--- src/rtl/alu_seq_if.sv ---
// -----------------------------------------------------------------------------
// alu_seq_if
//   Operand/result handshake bundle for the sequential ALU.
//
//   Operand side : in_valid, in_ready, op[3:0], a, b
//   Result side  : out_valid, out_ready, result, v (overflow), n (negative),
//                  z (zero)
//
//   master : the producer/consumer around the ALU (drives operands, out_ready)
//   slave  : the ALU itself
//
//   WIDTH must match the WIDTH of the alu_seq instance it is connected to.
// -----------------------------------------------------------------------------
interface alu_seq_if #(
    parameter int WIDTH = 16
);
    logic             in_valid;
    logic             in_ready;
    logic [3:0]       op;
    logic [WIDTH-1:0] a;
    logic [WIDTH-1:0] b;
    logic             out_valid;
    logic             out_ready;
    logic [WIDTH-1:0] result;
    logic             v;
    logic             n;
    logic             z;

    modport master (
        output in_valid, op, a, b, out_ready,
        input  in_ready, out_valid, result, v, n, z
    );

    modport slave (
        input  in_valid, op, a, b, out_ready,
        output in_ready, out_valid, result, v, n, z
    );
endinterface

--- src/rtl/alu_seq.sv ---
// -----------------------------------------------------------------------------
// alu_seq
//   Handshaked, registered ALU with an iterative shift-add multiplier.
//   Single-cycle ops register their result on the accept edge; MUL spends
//   WIDTH further cycles in BUSY, one shift-add step per cycle.
//
//   Ports
//     clk    : clock, all state on the rising edge
//     rst_n  : asynchronous active-low reset
//     flush  : synchronous abort; forces IDLE, masks out_valid and in_ready
//     bus    : alu_seq_if.slave (operand and result handshakes, flags)
//
//   WIDTH must be a multiple of 8 and at least 8.
// -----------------------------------------------------------------------------
module alu_seq #(
    parameter int WIDTH = 16
) (
    input  logic      clk,
    input  logic      rst_n,
    input  logic      flush,
    alu_seq_if.slave  bus
);
    localparam int SHW = $clog2(WIDTH);
    localparam int NB  = WIDTH / 8;

    localparam logic [3:0] OP_ADD    = 4'b0000;
    localparam logic [3:0] OP_SUB    = 4'b0001;
    localparam logic [3:0] OP_PADDSB = 4'b0010;
    localparam logic [3:0] OP_MUL    = 4'b0011;
    localparam logic [3:0] OP_NAND   = 4'b0100;
    localparam logic [3:0] OP_XOR    = 4'b1000;
    localparam logic [3:0] OP_SLL    = 4'b1100;
    localparam logic [3:0] OP_SRA    = 4'b1101;
    localparam logic [3:0] OP_SRL    = 4'b1110;
    localparam logic [3:0] OP_LLB    = 4'b1010;
    localparam logic [3:0] OP_LHB    = 4'b1011;

    typedef enum logic [1:0] {
        IDLE = 2'd0,
        BUSY = 2'd1,
        DONE = 2'd2
    } state_t;

    state_t             state_q, state_d;
    logic [WIDTH-1:0]   result_q, result_d;
    logic               v_q, v_d;
    logic               n_q, n_d;
    logic               z_q, z_d;
    logic [2*WIDTH-1:0] mcand_q, mcand_d;
    logic [WIDTH-1:0]   mplier_q, mplier_d;
    logic [2*WIDTH-1:0] acc_q, acc_d;
    logic [SHW-1:0]     count_q, count_d;

    logic               in_ready_w;
    logic               accept;
    logic [SHW-1:0]     sh;
    logic [WIDTH-1:0]   sum_w;
    logic [WIDTH-1:0]   diff_w;
    logic [WIDTH-1:0]   padd_res;
    logic [NB-1:0]      padd_sat;
    logic [WIDTH-1:0]   alu_res;
    logic               alu_v;
    logic [2*WIDTH-1:0] acc_step;

    // ------------------------------------------------------------------
    // Handshake outputs. flush masks both sides for the cycle it is high so
    // a producer never believes an ignored operation was taken.
    // ------------------------------------------------------------------
    always_comb begin
        in_ready_w = 1'b0;
        case (state_q)
            IDLE:    in_ready_w = 1'b1;
            DONE:    in_ready_w = bus.out_ready;
            default: in_ready_w = 1'b0;
        endcase
        in_ready_w = in_ready_w & ~flush;
    end

    assign accept        = bus.in_valid & in_ready_w;
    assign bus.in_ready  = in_ready_w;
    assign bus.out_valid = (state_q == DONE) & ~flush;
    assign bus.result    = result_q;
    assign bus.v         = v_q;
    assign bus.n         = n_q;
    assign bus.z         = z_q;

    // ------------------------------------------------------------------
    // Per-byte signed saturating add; lanes are independent (no carries).
    // ------------------------------------------------------------------
    for (genvar gi = 0; gi < NB; gi++) begin : g_padd
        logic [8:0] s9;
        logic       sat_pos;
        logic       sat_neg;
        assign s9      = {bus.a[gi*8+7], bus.a[gi*8 +: 8]} + {bus.b[gi*8+7], bus.b[gi*8 +: 8]};
        // Top two bits of the 9-bit sign-extended sum disagree on overflow.
        assign sat_pos = (s9[8:7] == 2'b01);
        assign sat_neg = (s9[8:7] == 2'b10);
        assign padd_res[gi*8 +: 8] = sat_pos ? 8'h7F : (sat_neg ? 8'h80 : s9[7:0]);
        assign padd_sat[gi]        = sat_pos | sat_neg;
    end

    // ------------------------------------------------------------------
    // Single-cycle datapath.
    // ------------------------------------------------------------------
    assign sh     = bus.b[SHW-1:0];
    assign sum_w  = bus.a + bus.b;
    assign diff_w = bus.a - bus.b;

    always_comb begin
        alu_res = '0;
        alu_v   = 1'b0;
        case (bus.op)
            OP_ADD: begin
                alu_res = sum_w;
                alu_v   = (bus.a[WIDTH-1] == bus.b[WIDTH-1]) && (sum_w[WIDTH-1] != bus.a[WIDTH-1]);
            end
            OP_SUB: begin
                alu_res = diff_w;
                alu_v   = (bus.a[WIDTH-1] != bus.b[WIDTH-1]) && (diff_w[WIDTH-1] != bus.a[WIDTH-1]);
            end
            OP_PADDSB: begin
                alu_res = padd_res;
                alu_v   = |padd_sat;
            end
            OP_NAND: alu_res = ~(bus.a & bus.b);
            OP_XOR:  alu_res = bus.a ^ bus.b;
            OP_SLL:  alu_res = bus.a << sh;
            OP_SRA:  alu_res = WIDTH'($signed(bus.a) >>> sh);
            OP_SRL:  alu_res = bus.a >> sh;
            OP_LLB:  alu_res = bus.b;
            OP_LHB:  alu_res = {bus.b[WIDTH/2-1:0], bus.a[WIDTH/2-1:0]};
            default: alu_res = '0;
        endcase
    end

    // One shift-add step: multiplicand walks left, multiplier walks right.
    assign acc_step = acc_q + (mplier_q[0] ? mcand_q : '0);

    // ------------------------------------------------------------------
    // Next-state logic.
    // ------------------------------------------------------------------
    always_comb begin
        state_d  = state_q;
        result_d = result_q;
        v_d      = v_q;
        n_d      = n_q;
        z_d      = z_q;
        mcand_d  = mcand_q;
        mplier_d = mplier_q;
        acc_d    = acc_q;
        count_d  = count_q;

        if (flush) begin
            state_d = IDLE;
            count_d = '0;
        end else begin
            case (state_q)
                IDLE, DONE: begin
                    if (accept) begin
                        if (bus.op == OP_MUL) begin
                            state_d  = BUSY;
                            mcand_d  = {{WIDTH{1'b0}}, bus.a};
                            mplier_d = bus.b;
                            acc_d    = '0;
                            count_d  = '0;
                        end else begin
                            state_d  = DONE;
                            result_d = alu_res;
                            v_d      = alu_v;
                            n_d      = alu_res[WIDTH-1];
                            z_d      = ~|alu_res;
                        end
                    end else if (state_q == DONE && bus.out_ready) begin
                        state_d = IDLE;
                    end
                end
                BUSY: begin
                    acc_d    = acc_step;
                    mcand_d  = mcand_q << 1;
                    mplier_d = mplier_q >> 1;
                    count_d  = count_q + SHW'(1);
                    if (count_q == SHW'(WIDTH - 1)) begin
                        state_d  = DONE;
                        count_d  = '0;
                        result_d = acc_step[WIDTH-1:0];
                        v_d      = |acc_step[2*WIDTH-1:WIDTH];
                        n_d      = acc_step[WIDTH-1];
                        z_d      = ~|acc_step[WIDTH-1:0];
                    end
                end
                default: state_d = IDLE;
            endcase
        end
    end

    always_ff @(posedge clk or negedge rst_n) begin
        if (!rst_n) begin
            state_q  <= IDLE;
            result_q <= '0;
            v_q      <= 1'b0;
            n_q      <= 1'b0;
            z_q      <= 1'b0;
            mcand_q  <= '0;
            mplier_q <= '0;
            acc_q    <= '0;
            count_q  <= '0;
        end else begin
            state_q  <= state_d;
            result_q <= result_d;
            v_q      <= v_d;
            n_q      <= n_d;
            z_q      <= z_d;
            mcand_q  <= mcand_d;
            mplier_q <= mplier_d;
            acc_q    <= acc_d;
            count_q  <= count_d;
        end
    end
endmodule

--- src/flat_wrapper.sv ---
// flat-port wrapper written by rule: the top's interface ports become plain ports
module alu_seq_flat 
#(
    parameter int WIDTH = 16
)
  (clk, rst_n, flush, bus_in_valid, bus_op, bus_a, bus_b, bus_out_ready, bus_in_ready, bus_out_valid, bus_result, bus_v, bus_n, bus_z);
  alu_seq_if #(.WIDTH(WIDTH)) bus_i ();
  input  logic clk;
  input  logic rst_n;
  input  logic flush;
  input wire logic [$bits(bus_i.in_valid)-1:0] bus_in_valid;
  input wire logic [$bits(bus_i.op)-1:0] bus_op;
  input wire logic [$bits(bus_i.a)-1:0] bus_a;
  input wire logic [$bits(bus_i.b)-1:0] bus_b;
  input wire logic [$bits(bus_i.out_ready)-1:0] bus_out_ready;
  output wire logic [$bits(bus_i.in_ready)-1:0] bus_in_ready;
  output wire logic [$bits(bus_i.out_valid)-1:0] bus_out_valid;
  output wire logic [$bits(bus_i.result)-1:0] bus_result;
  output wire logic [$bits(bus_i.v)-1:0] bus_v;
  output wire logic [$bits(bus_i.n)-1:0] bus_n;
  output wire logic [$bits(bus_i.z)-1:0] bus_z;
  assign bus_i.in_valid = bus_in_valid;
  assign bus_i.op = bus_op;
  assign bus_i.a = bus_a;
  assign bus_i.b = bus_b;
  assign bus_i.out_ready = bus_out_ready;
  assign bus_in_ready = bus_i.in_ready;
  assign bus_out_valid = bus_i.out_valid;
  assign bus_result = bus_i.result;
  assign bus_v = bus_i.v;
  assign bus_n = bus_i.n;
  assign bus_z = bus_i.z;
  alu_seq #(.WIDTH(WIDTH)) u_core (.clk(clk), .rst_n(rst_n), .flush(flush), .bus(bus_i));
endmodule
--- config.mk ---
export PLATFORM = sky130hd
export DESIGN_NAME = alu_seq_flat
export DESIGN_NICKNAME = d
export VERILOG_FILES = /design/src/rtl/alu_seq_if.sv /design/src/rtl/alu_seq.sv /design/src/flat_wrapper.sv
export SDC_FILE = /design/constraint.sdc
export NUM_CORES = 1
export LEC_CHECK = 0
export BUFFER_PORTS_ARGS = -buffer_cell sky130_fd_sc_hd__buf_2
export CORE_MARGIN = 8
export CORE_UTILIZATION = 30
export CTS_CLUSTER_DIAMETER = 30
export DETAILED_ROUTE_END_ITERATION = 10
export PLACE_DENSITY_LB_ADDON = 0.08
export SYNTH_ARGS = -nofsm -noshare
export SYNTH_HDL_FRONTEND = slang
export SYNTH_SLANG_ARGS = --single-unit
export TNS_END_PERCENT = 5
--- constraint.sdc ---
create_clock -name clk -period 3.6 [get_ports clk]
set_input_delay 0.18 -clock clk [delete_from_list [all_inputs] [get_ports clk]]
set_output_delay 0.18 -clock clk [all_outputs]
set_load 0.02 [all_outputs]
==> results.md, run 1 <==
* Crit path capture type: flip-flop
* Detailed Route Iter0 Violations at between 900 and 1,000
* Most frequent cells in the layout: buf_4, nand2_1, nor2_1, dfrtp_1
* Clock transition at path regs at approximately 0.08 ns
* Final worst path period share at 0.964
* DP Area at 0.0131 mm²
* Starting density of the core at 0.302
* Drt pass-1 iters at 5
* HP Start: bus_b[11]
* Die Wd at 207 µm
* Hold Slack at 0.108 ns
* Chip height at between 200 and 250 µm
* Critical Path Most Common Cell: buf_4
* VDD IR max at approximately 0.2 mV
* Synth Net Count at 1,499
* HPWL after DPL at 37.0 mm
* Vias in the first global route at 11,900
* CP Class: flip-flop to flip-flop
* Worst setup margin at 0.130 ns
* Number of cell rows at 70
* Core box area at ~0.036 mm²
* CTS tree: built
* Setup WS pre-CTS at -0.348 ns
* Skew final at 0.0139 ns
* Reg2reg path depth at 15
* R2R Path End: u_core.bus.v
* Count of pins over their slew limit at 0
* Hold violation count in the final report at 0
* Register area share after synthesis at 0.237
* Largest net degree at the start of global routing at 69
* Detailed-route vias per instance at between 5 and 6
* Dpl cells at 2,036
* GRT Total Usage at 0.212
* Reg-to-reg slack, setup at 0.13 ns
* Share of layout cells above drive strength 1 at 0.255
* Drt drc at 0
* Syn Inst Count at 1,385
* Top-area cell type share of the netlist area at 0.237
* Post-Layout Cell Count at 2,062
* Synthesized area at 0.0110 mm²
* Synth cell types at 90
* WHS Path Cells at 3
* WP data required at 3.84 ns
* Gr ovfl total at 0
* Leakage at 6.20 nW
* Buffers on Ports at around 60
* Synth area leaders: dfrtp_1, ha_1, nand2_1
* Setup TNS at 0 ns
* Maxcap violations at 0
* Post-synth ARST share at 1.00
* Worst Hold End: u_core.mplier_q[11]
* Outcome: finished, final reports clean
* Clock Latency Late Sink at 0.36 ns
* Number of clock sinks at about 100
* Ant. Diodes at 0
* Worst EP arrival at 3.71 ns
* Max incr delay on CP at between 0.4 and 0.5 ns
* Yosys reg bits at around 100
* Total chip power at 5.04 mW
* Worst hold path class: primary input to flip-flop
* EDFF count, synth at 0
* Die area at approximately 0.043 mm²
* Final Critical Period at 3.47 ns
* CP Max Fanout at 3
* Most common cell after layout, fill and taps aside: buf_4
* Area grow syn2layout at 25.8%
* Via count at ~12,000
* Antenna viol nets, final at 0
* CTS H-tree lvls at 3
* Critical Path Source Type: flip-flop
* I/O pin count at 62
* Sequence of cells on the critical path: and2_4, ha_4, fa_2, a21o_1, buf_4, a221oi_1, buf_4, o21a_1, o211ai_1, and2_4, a311oi_2, buf_4, nand4_1, nor4_2, a31oi_1
* Fin nets at 1,703
* GPL Wtd Cong at 0.944
* Actual slew at the worst max-slew pin at 0.949 ns
* Final instance area at 0.0138 mm²
* CTS root buf: clkbuf_16
* Leading area contributor after synthesis: dfrtp_1
* RSZ-0062 raised after global routing: yes
* YS warnings at 0
* Final Setup Violations at 0
* Power per cell area at 365 mW/mm²
* Initial antenna violation count at 0
* First-pass GRT wire length at 72.3 mm
* Primary FF master, synth: dfrtp_1
* Slowest cell on crit path: dfrtp_1
* Post-Syn Area per Cell at 7.92 µm²
* R2R Path Start: u_core.mplier_q[0]
* Drt total wl at 46.6 mm
* Wirelength per Cell at 22.6 µm
* Final core occ at 0.380
* Relative slew slack at 0.367
* Num CTS Buffers at 9
* CTS Buffer Depth at 2
* Fmax achieved at approximately 290 MHz
layer usage:
metal | track usage | share of wire | vias to the layer above
li1 | - | - | 5576
met1 | 0.272 | 0.45 | 5759
met2 | 0.372 | 0.49 | 322
met3 | 0.0163 | 0.031 | 79
met4 | 0.0678 | 0.032 | 0
met5 | 0 | 0 | -
kinds of logic (layout without fill, tap and decap cells):
family / after synthesis / in the layout / share of synthesized area
mux: 51 / 51 / 0.0689
simple gates: 516 / 516 / 0.230
xor+xnor: 41 / 41 / 0.0327
compound gates: 453 / 453 / 0.290
flops: 104 / 104 / 0.237
buf+inv: 147 / 356 / 0.0556
fa+ha+maj: 73 / 73 / 0.0860
timing repair:
action	in CTS	in global routing
buffers inserted	1	8
setup endpoints to repair	1	10
pin swaps	1	26
hold buffers	1	0
endpoints found under the hold margin	13	0
gates resized for setup	4	54
layout make-up:
cell class | count | area, µm²
Inverter | 50 | 188
Clock buffer | 11 | 253
Clock inverter | 5 | 85.1
Tap cell | 468 | 586
Timing Repair Buffer | 290 | 2060
Fill cell | 3828 | 22500
Sequential cell | 104 | 2600
Multi-Input combinational cell | 1134 | 8030
cell usage after synthesis (12+ instances only):
| library cell | count |
|---|---|
| and2_1 | 38 |
| o211ai_1 | 19 |
| o21ai_0 | 84 |
| ha_1 | 69 |
| nand3_1 | 28 |
| a21oi_1 | 81 |
| nor2_1 | 131 |
| a21o_1 | 19 |
| nor3_1 | 41 |
| a31oi_1 | 42 |
| a211oi_1 | 23 |
| xor2_1 | 12 |
| dfrtp_1 | 104 |
| mux2i_1 | 23 |
| buf_2 | 22 |
| clkbuf_1 | 65 |
| o22ai_1 | 13 |
| or3_1 | 13 |
| nand2_1 | 158 |
| nand2b_1 | 17 |
| nor2b_1 | 18 |
| a22o_1 | 37 |
| xnor2_1 | 29 |
| inv_1 | 47 |
| mux4_2 | 17 |
report_power, final:
| part | leakage, nW | internal [mW] | switching, mW |
|---|---|---|---|
| clock network | 0.163 | 0.654 | 0.490 |
| logic | 4.68 | 1.05 | 1.33 |
| registers | 1.35 | 1.37 | 0.146 |
| total | 6.20 | 3.07 | 1.97 |
sequential cells by signal (all words and copies together) (netlist names):
name and count:
u_core.acc_q 32, u_core.mcand_q 32, u_core.bus.result 16, u_core.mplier_q 16, u_core.count_q 4, u_core.state_q 2
u_core.bus.v 1, u_core.bus.z 1
worst max-delay path: cells and delay by family (launching register included):
kind,cells,cell delay (ns)
AO/OA/AOI/OAI,6,1.22
adder cells (fa/ha/maj),2,0.55
buffers and inverters,3,0.49
flip-flops,1,0.41
AND/OR/NAND/NOR,4,0.68
worst max-delay path by stage:
| stage | depth (start not counted) | slack (ns) | end | startpoint |
|---|---|---|---|---|
| after floorplan | 18 | 0.04 | u_core.bus.z | bus_b[10] |
| after global placement | 17 | -0.25 | u_core.bus.z | bus_b[11] |
| after detailed placement | 17 | -0.35 | u_core.bus.z | bus_b[0] |
| after CTS | 13 | 0.01 | u_core.bus.v | u_core.mplier_q[0] |
| after global routing | 20 | -0.05 | u_core.bus.result[13] | bus_b[11] |
| final | 15 | 0.13 | u_core.bus.v | u_core.mplier_q[0] |
(Power assumes the default switching activity.)
==> inputs of run 2 (changes only) <==
CTS_BUF_LIST = sky130_fd_sc_hd__clkbuf_4   (was not set)
MAX_ROUTING_LAYER = met4   (was not set)
TNS_END_PERCENT = 50   (was 5)
==> run 2 against run 1 <==
Routed wire length grew 2.2%. Sequential cell count is the same. Critical path depth shrank 2. Worst hold slack lost 0.035 ns. Die area is the same. Total power shrank 9.4%.
==> results.md, run 2 (synthesis results as in run 1) <==
* Reg-to-reg slack, setup at 0.06 ns (was 0.13 ns)
* Wirelength per Cell at 23.0 µm (was 22.6 µm)
* Critical Path Source Type: flip-flop (unchanged)
* Final instance area at 0.0136 mm² (was 0.0138 mm²)
* WP data required at 4.01 ns (was 3.84 ns)
* Largest regs: u_core.acc_q: 32 flops, u_core.mcand_q: 32 flops (unchanged)
* Worst EP arrival at 3.94 ns (was 3.71 ns)
* Clock Latency Late Sink at 0.53 ns (was 0.36 ns)
* RSZ-0062 raised after global routing: yes (unchanged)
* Fin nets at 1,706 (was 1,703)
* DP Area at 0.0131 mm² (about the same)
* Initial antenna violation count at 1 (was 0)
* CTS tree: built (unchanged)
* VDD IR max at 0.166 mV (was 0.202 mV)
* Buffers on Ports at 61 (unchanged)
* Detailed-route vias per instance at 5.70 (was 5.69)
* Largest net degree at the start of global routing at 61 (was 69)
* Clock transition at path regs at 0.18 ns (was 0.08 ns)
* GPL Wtd Cong at 0.947 (was 0.944)
* Vias in the first global route at 12,000 (was 11,900)
* Fmax achieved at 283 MHz (was 288 MHz)
* Largest delay share family, worst path: compound AO/OA/AOI/OAI gates (unchanged)
* Power per cell area at 336 mW/mm² (was 365 mW/mm²)
* CP Max Fanout at 3 (unchanged)
* Final worst path period share at 0.983 (was 0.964)
* Most common cell after layout, fill and taps aside: buf_4 (unchanged)
* I/O pin count at 62 (unchanged)
* Final Critical Period at 3.54 ns (was 3.47 ns)
* HPWL after DPL at 37.5 mm (was 37.0 mm)
* CP Class: flip-flop to flip-flop (unchanged)
* Area of the multi-input gates at 0.00799 mm² (was 0.00803 mm²)
* Die Wd at 207 µm (unchanged)
* Crit path capture type: flip-flop (unchanged)
* Area grow syn2layout at 23.9% (was 25.8%)
* Slowest cell on crit path: dfrtp_1 (unchanged)
* Filler cells at 3,842 (was 3,828)
* Drt pass-1 iters at 8 (was 5)
* Drt total wl at 47.6 mm (was 46.6 mm)
* Worst hold path class: primary input to flip-flop (unchanged)
* Outcome: finished, final reports clean (unchanged)
* Leakage at 6.11 nW (was 6.20 nW)
* Gr ovfl total at 0 (unchanged)
* WP buf/inv at 1 (was 3)
* Antenna viol nets, final at 0 (unchanged)
* Final Setup Violations at 0 (unchanged)
* Hold Slack at 0.0725 ns (was 0.108 ns)
* Chip height at 207 µm (unchanged)
* Total chip power at 4.57 mW (was 5.04 mW)
* Maxcap violations at 0 (unchanged)
* Number of cell rows at 70 (unchanged)
* Sequence of cells on the critical path: and2_4, ha_4, fa_2, a21o_1, a22o_1, o41ai_4, a211oi_2, or3_4, a2111oi_4, buf_4, nand4_1, nor4_2, a31oi_1 (was and2_4, ha_4, fa_2, a21o_1, buf_4, a221oi_1, buf_4, o21a_1, o211ai_1, and2_4, a311oi_2, buf_4, nand4_1, nor4_2, a31oi_1)
* Share of layout cells above drive strength 1 at 0.247 (was 0.255)
* CTS H-tree lvls at 3 (unchanged)
* Starting density of the core at 0.302 (unchanged)
* Num CTS Buffers at 9 (unchanged)
* Hold violation count in the final report at 0 (unchanged)
* GRT Total Usage at 0.223 (was 0.212)
* Relative slew slack at 0.444 (was 0.367)
* Worst setup margin at 0.0627 ns (was 0.130 ns)
* Via count at 11,800 (was 11,700)
* Register Area at 0.00260 mm² (unchanged)
* Count of pins over their slew limit at 0 (unchanged)
* Skew final at 0.0229 ns (was 0.0139 ns)
* Drt drc at 0 (unchanged)
* CTS root buf: clkbuf_4 (was clkbuf_16)
* Most frequent cells in the layout: buf_4, nand2_1, nor2_1, dfrtp_1, o21ai_0 (was buf_4, nand2_1, nor2_1, dfrtp_1)
* Max incr delay on CP at 0.44 ns (was 0.41 ns)
* First-pass GRT wire length at 73.4 mm (was 72.3 mm)
* CTS Buffer Depth at 2 (unchanged)
* Actual slew at the worst max-slew pin at 0.832 ns (was 0.949 ns)
* Die area at 0.0429 mm² (unchanged)
* Detailed Route Iter0 Violations at 926 (was 902)
* Setup WS pre-CTS at -0.347 ns (was -0.348 ns)
* Core box area at 0.0363 mm² (unchanged)
* Number of clock sinks at 104 (unchanged)
-- run 2: cell types whose count changed in the layout (fill, tap and decap cells not counted), sizes merged --
| cell | before | now |
|---|---|---|
| buf | 289 | 287 |
| bufinv | 2 | 1 |
| clkinv | 0 | 2 |
| diode | 0 | 2 |
| inv | 52 | 53 |
| clkinvlp | 1 | 0 |
| clkbuf | 11 | 10 |
| dlygate4sd3 | 1 | 6 |
-- run 2: repair_timing --
item / 4_1_cts / 5_1_grt
hold buffers: 6 / 0
buffers inserted: 5 / 7
hold endpoints to repair: 38 / 0
endpoints found under the setup margin: 1 / 5
gates resized for setup: 5 / 35
pin swaps: 3 / 18
-- run 2: routing by layer --
metal | up-vias | share of wire | GRT usage
li1 | 5577 | - | -
met1 | 5741 | 0.44 | 0.273
met2 | 369 | 0.49 | 0.378
met3 | 85 | 0.043 | 0.0225
met4 | 0 | 0.034 | 0.0794
met5 | - | 0 | -
-- run 2: power by group --
| group | internal, mW | switching (mW) |
|---|---|---|
| Clock | 0.225 | 0.452 |
| Sequential | 1.37 | 0.150 |
| Combinational | 1.03 | 1.34 |
-- run 2: metrics by stage --
stage / cells / util / TNS [ns]
2_1_floorplan: 1385 / - / 0
3_3_place_gp: 2031 / 0.360 / -0.846
3_5_place_dp: 2031 / 0.360 / -1.42
4_1_cts: 2058 / 0.367 / 0
5_1_grt: 2066 / 0.374 / -0.108
6_report: 2067 / 0.374 / 0
-- run 2: final cells by class --
cell class | instances | share of cell area
Multi-Input combinational cell | 1134 | 0.588
Sequential cell | 104 | 0.192
Timing Repair Buffer | 293 | 0.153
Tap cell | 468 | 0.0431
Inverter | 50 | 0.0138
Clock buffer | 10 | 0.00552
Clock inverter | 6 | 0.00488
Antenna cell | 2 | 0.000368
-- run 2: worst register-to-register path, cell delays in order (launching register included) --
cell and delay [ns]:
dfrtp_1 0.44, and2_4 0.16, ha_4 0.16, fa_2 0.39, a21o_1 0.22, a22o_1 0.23
o41ai_4 0.38, a211oi_2 0.13, or3_4 0.36, a2111oi_4 0.28, buf_4 0.15, nand4_1 0.09
nor4_2 0.30, a31oi_1 0.12
-- run 2: final timing paths --
| path | startpoint | endpoint | depth (start not counted) |
|---|---|---|---|
| worst max-delay path | u_core.mplier_q[0] | u_core.bus.v | 13 |
| worst min-delay path | bus_b[7] | u_core.mplier_q[7] | 4 |
| worst max register to register | u_core.mplier_q[0] | u_core.bus.v | 13 |
| worst min register to register | u_core.count_q[3] | u_core.count_q[3] | 1 |
| max in group asynchronous | rst_n | u_core.mcand_q[12] | 3 |
| min in group asynchronous | rst_n | u_core.mcand_q[25] | 2 |
==> inputs of run 3 (changes only) <==
clock period = 4.6 ns   (was 3.6 ns; I/O delays follow)
==> run 3 against run 2 <==
Critical path depth grew 6. Core utilization fell by 4.2 points. Sequential power shrank 22%. Sequential share of layout area grew 2.4 points. Sequential cell count stayed put. Global-route usage shrank 0.99 points. Worst hold slack got worse by 0.024 ns.
==> results.md, run 3 (synthesis results as in run 1) <==
* Outcome: finished, final reports clean (unchanged)
* Num CTS Buffers at 9 (unchanged)
* WP data required at 5.09 ns (was 4.01 ns)
* Largest net degree at the start of global routing at 62 (was 61)
* Instance count on the critical path at 19 (was 13)
* Power per cell area at 267 mW/mm² (was 336 mW/mm²)
* Total chip power at 3.22 mW (was 4.57 mW)
* VDD IR max at 0.107 mV (was 0.166 mV)
* Setup TNS at 0 ns (unchanged)
* HPWL after DPL at 35.3 mm (was 37.5 mm)
* Crit path capture type: flip-flop (unchanged)
* Most common cell after layout, fill and taps aside: nand2_1 (was buf_4)
* Register Area at 0.00260 mm² (unchanged)
* Largest delay share family, worst path: compound AO/OA/AOI/OAI gates (unchanged)
* Gr ovfl total at 0 (unchanged)
* Buffers on Ports at 61 (unchanged)
* CP Class: primary input to flip-flop (was flip-flop to flip-flop)
* GRT Total Usage at 0.213 (was 0.223)
* Die area at 0.0429 mm² (unchanged)
* CP Max Fanout at 6 (was 3)
* WP buf/inv at 3 (was 1)
* Hold violation count in the final report at 0 (unchanged)
* CTS Buffer Depth at 2 (unchanged)
* WHS Path Cells at 3 (was 4)
* Fmax achieved at 232 MHz
* Postcts setup bufs at 0 (was 5)
* Largest regs: u_core.acc_q: 32 flops, u_core.mcand_q: 32 flops (unchanged)
* Drt pass-1 iters at 5 (was 8)
* Number of clock sinks at 104 (unchanged)
* Initial antenna violation count at 1 (unchanged)
* CTS tree: built (unchanged)
* Final Critical Period at 4.32 ns
* Worst EP arrival at 4.81 ns (was 3.94 ns)
* Count of pins over their slew limit at 0 (unchanged)
* CTS root buf: clkbuf_4 (unchanged)
* Skew final at 0.0364 ns (was 0.0229 ns)
* Vias in the first global route at 11,100 (was 12,000)
* Via count at 11,100 (was 11,800)
* Fin nets at 1,532 (was 1,706)
* Area of the multi-input gates at 0.00779 mm² (was 0.00799 mm²)
* Critical Path Most Common Cell: ha_1
* Worst hold path class: primary input to flip-flop (unchanged)
* Reg2reg path depth at 12 (was 13)
* GPL Wtd Cong at 0.933 (was 0.947)
* Chip height at 207 µm (unchanged)
* RSZ-0062 raised after global routing: no (was yes)
* Final Setup Violations at 0 (unchanged)
* Core box area at 0.0363 mm² (unchanged)
* Drt total wl at 45.8 mm (was 47.6 mm)
* Sequence of cells on the critical path: dlygate4sd3_1, buf_2, ha_1, nor2b_1, or2_2, a221o_1, a21o_1, a211oi_1, mux2i_1, ha_1, inv_1, o32ai_2, nor3_2, o211a_1, or3b_1, o31ai_2, o21ai_1, nor4_2, a211o_1 (was and2_4, ha_4, fa_2, a21o_1, a22o_1, o41ai_4, a211oi_2, or3_4, a2111oi_4, buf_4, nand4_1, nor4_2, a31oi_1)
* Filler cells at 3,943 (was 3,842)
* I/O pin count at 62 (unchanged)
* Wirelength per Cell at 24.2 µm (was 23.0 µm)
* Number of cell rows at 70 (unchanged)
* Area grow syn2layout at 10.0% (was 23.9%)
* First-pass GRT wire length at 70.5 mm (was 73.4 mm)
* Critical Path Source Type: primary input (was flip-flop)
* Starting density of the core at 0.302 (unchanged)
* CTS H-tree lvls at 3 (unchanged)
* Max incr delay on CP at 0.53 ns (was 0.44 ns)
* Drt drc at 0 (unchanged)
* Die Wd at 207 µm (unchanged)
* Relative slew slack at 0.275 (was 0.444)
* Final worst path period share at 0.938
* Maxcap violations at 0 (unchanged)
* Clock Latency Late Sink at 0.53 ns (about the same)
* Actual slew at the worst max-slew pin at 1.09 ns (was 0.832 ns)
* Leakage at 5.20 nW (was 6.11 nW)
* Slowest cell on crit path: dlygate4sd3_1 (was dfrtp_1)
* Antenna viol nets, final at 0 (unchanged)
* Detailed-route vias per instance at 5.87 (was 5.70)
* Most frequent cells in the layout: nand2_1, nor2_1, dfrtp_1, o21ai_0, a21oi_1 (was buf_4, nand2_1, nor2_1, dfrtp_1, o21ai_0)
* Clock transition at path regs at 0.21 ns (was 0.18 ns)
* Detailed Route Iter0 Violations at 968 (was 926)
* Share of layout cells above drive strength 1 at 0.134 (was 0.247)
run 3: cell count changes in the layout (fill, tap and decap cells not counted), sizes merged:
| cell | change |
|---|---|
| buf | -178 |
| dlygate4sd3 | +4 |
| bufinv | -1 |
| clkinv | +1 |
| diode | -1 |
run 3: tightest hold or removal path, cell delays in order:
cell     delay, ns
buf_2         0.15
nand2_1       0.11
a31oi_1       0.09
run 3: per-layer routing:
| layer | vias up | global-route usage | wire [µm] |
|---|---|---|---|
| li1 | 5230 | - | - |
| met1 | 5482 | 0.274 | 20900 |
| met2 | 335 | 0.349 | 21700 |
| met3 | 62 | 0.0178 | 1720 |
| met4 | 0 | 0.0749 | 1450 |
| met5 | - | - | 0 |
run 3: power breakdown:
group          total [mW]  internal, mW  switching [mW]
registers            1.19          1.07           0.125
logic                1.53         0.570           0.961
clock network       0.495         0.126           0.369
total                3.22          1.77            1.45
run 3: timing repair:
item / in CTS / in global routing
endpoints found under the hold margin: 69 / 0
hold buffers: 10 / 0
setup endpoints to repair: 0 / 3
resized for setup: 0 / 4
run 3: final cells by class:
type                       count  area share
antenna                        1    0.000207
clock buffer                  10     0.00622
clock inverter                 6     0.00425
inverter                      50      0.0156
multi-input combinational   1134       0.646
sequential                   104       0.216
tap                          468      0.0485
timing repair buffer         119      0.0637
run 3: worst paths after layout:
| path | startpoint | endpoint | slack, ns |
|---|---|---|---|
| min in group asynchronous | rst_n | u_core.count_q[1] | 0.32 |
| min reg2reg | u_core.count_q[3] | u_core.count_q[3] | 0.49 |
| max in group asynchronous | rst_n | u_core.mcand_q[14] | 3.11 |
| max | bus_b[10] | u_core.bus.z | 0.28 |
| max reg2reg | u_core.mplier_q[0] | u_core.bus.v | 0.52 |
| min | bus_b[5] | u_core.mplier_q[5] | 0.05 |
run 3: stage by stage:
stage / cell area, µm² / utilization / setup slack (ns) / instances / hold slack (ns)
after global routing: 12100 / 0.332 / 0.0478 / 1892 / 0.0330
final: 12100 / 0.332 / 0.283 / 1892 / 0.0488
after CTS: 12100 / 0.332 / 0.129 / 1891 / 0.00857
after detailed placement: 11800 / 0.325 / 0.0506 / 1865 / 0.403
after global placement: 11800 / 0.325 / -0.0388 / 1865 / 0.402
after floorplan: 11000 / - / 0.728 / 1385 / -0.0656
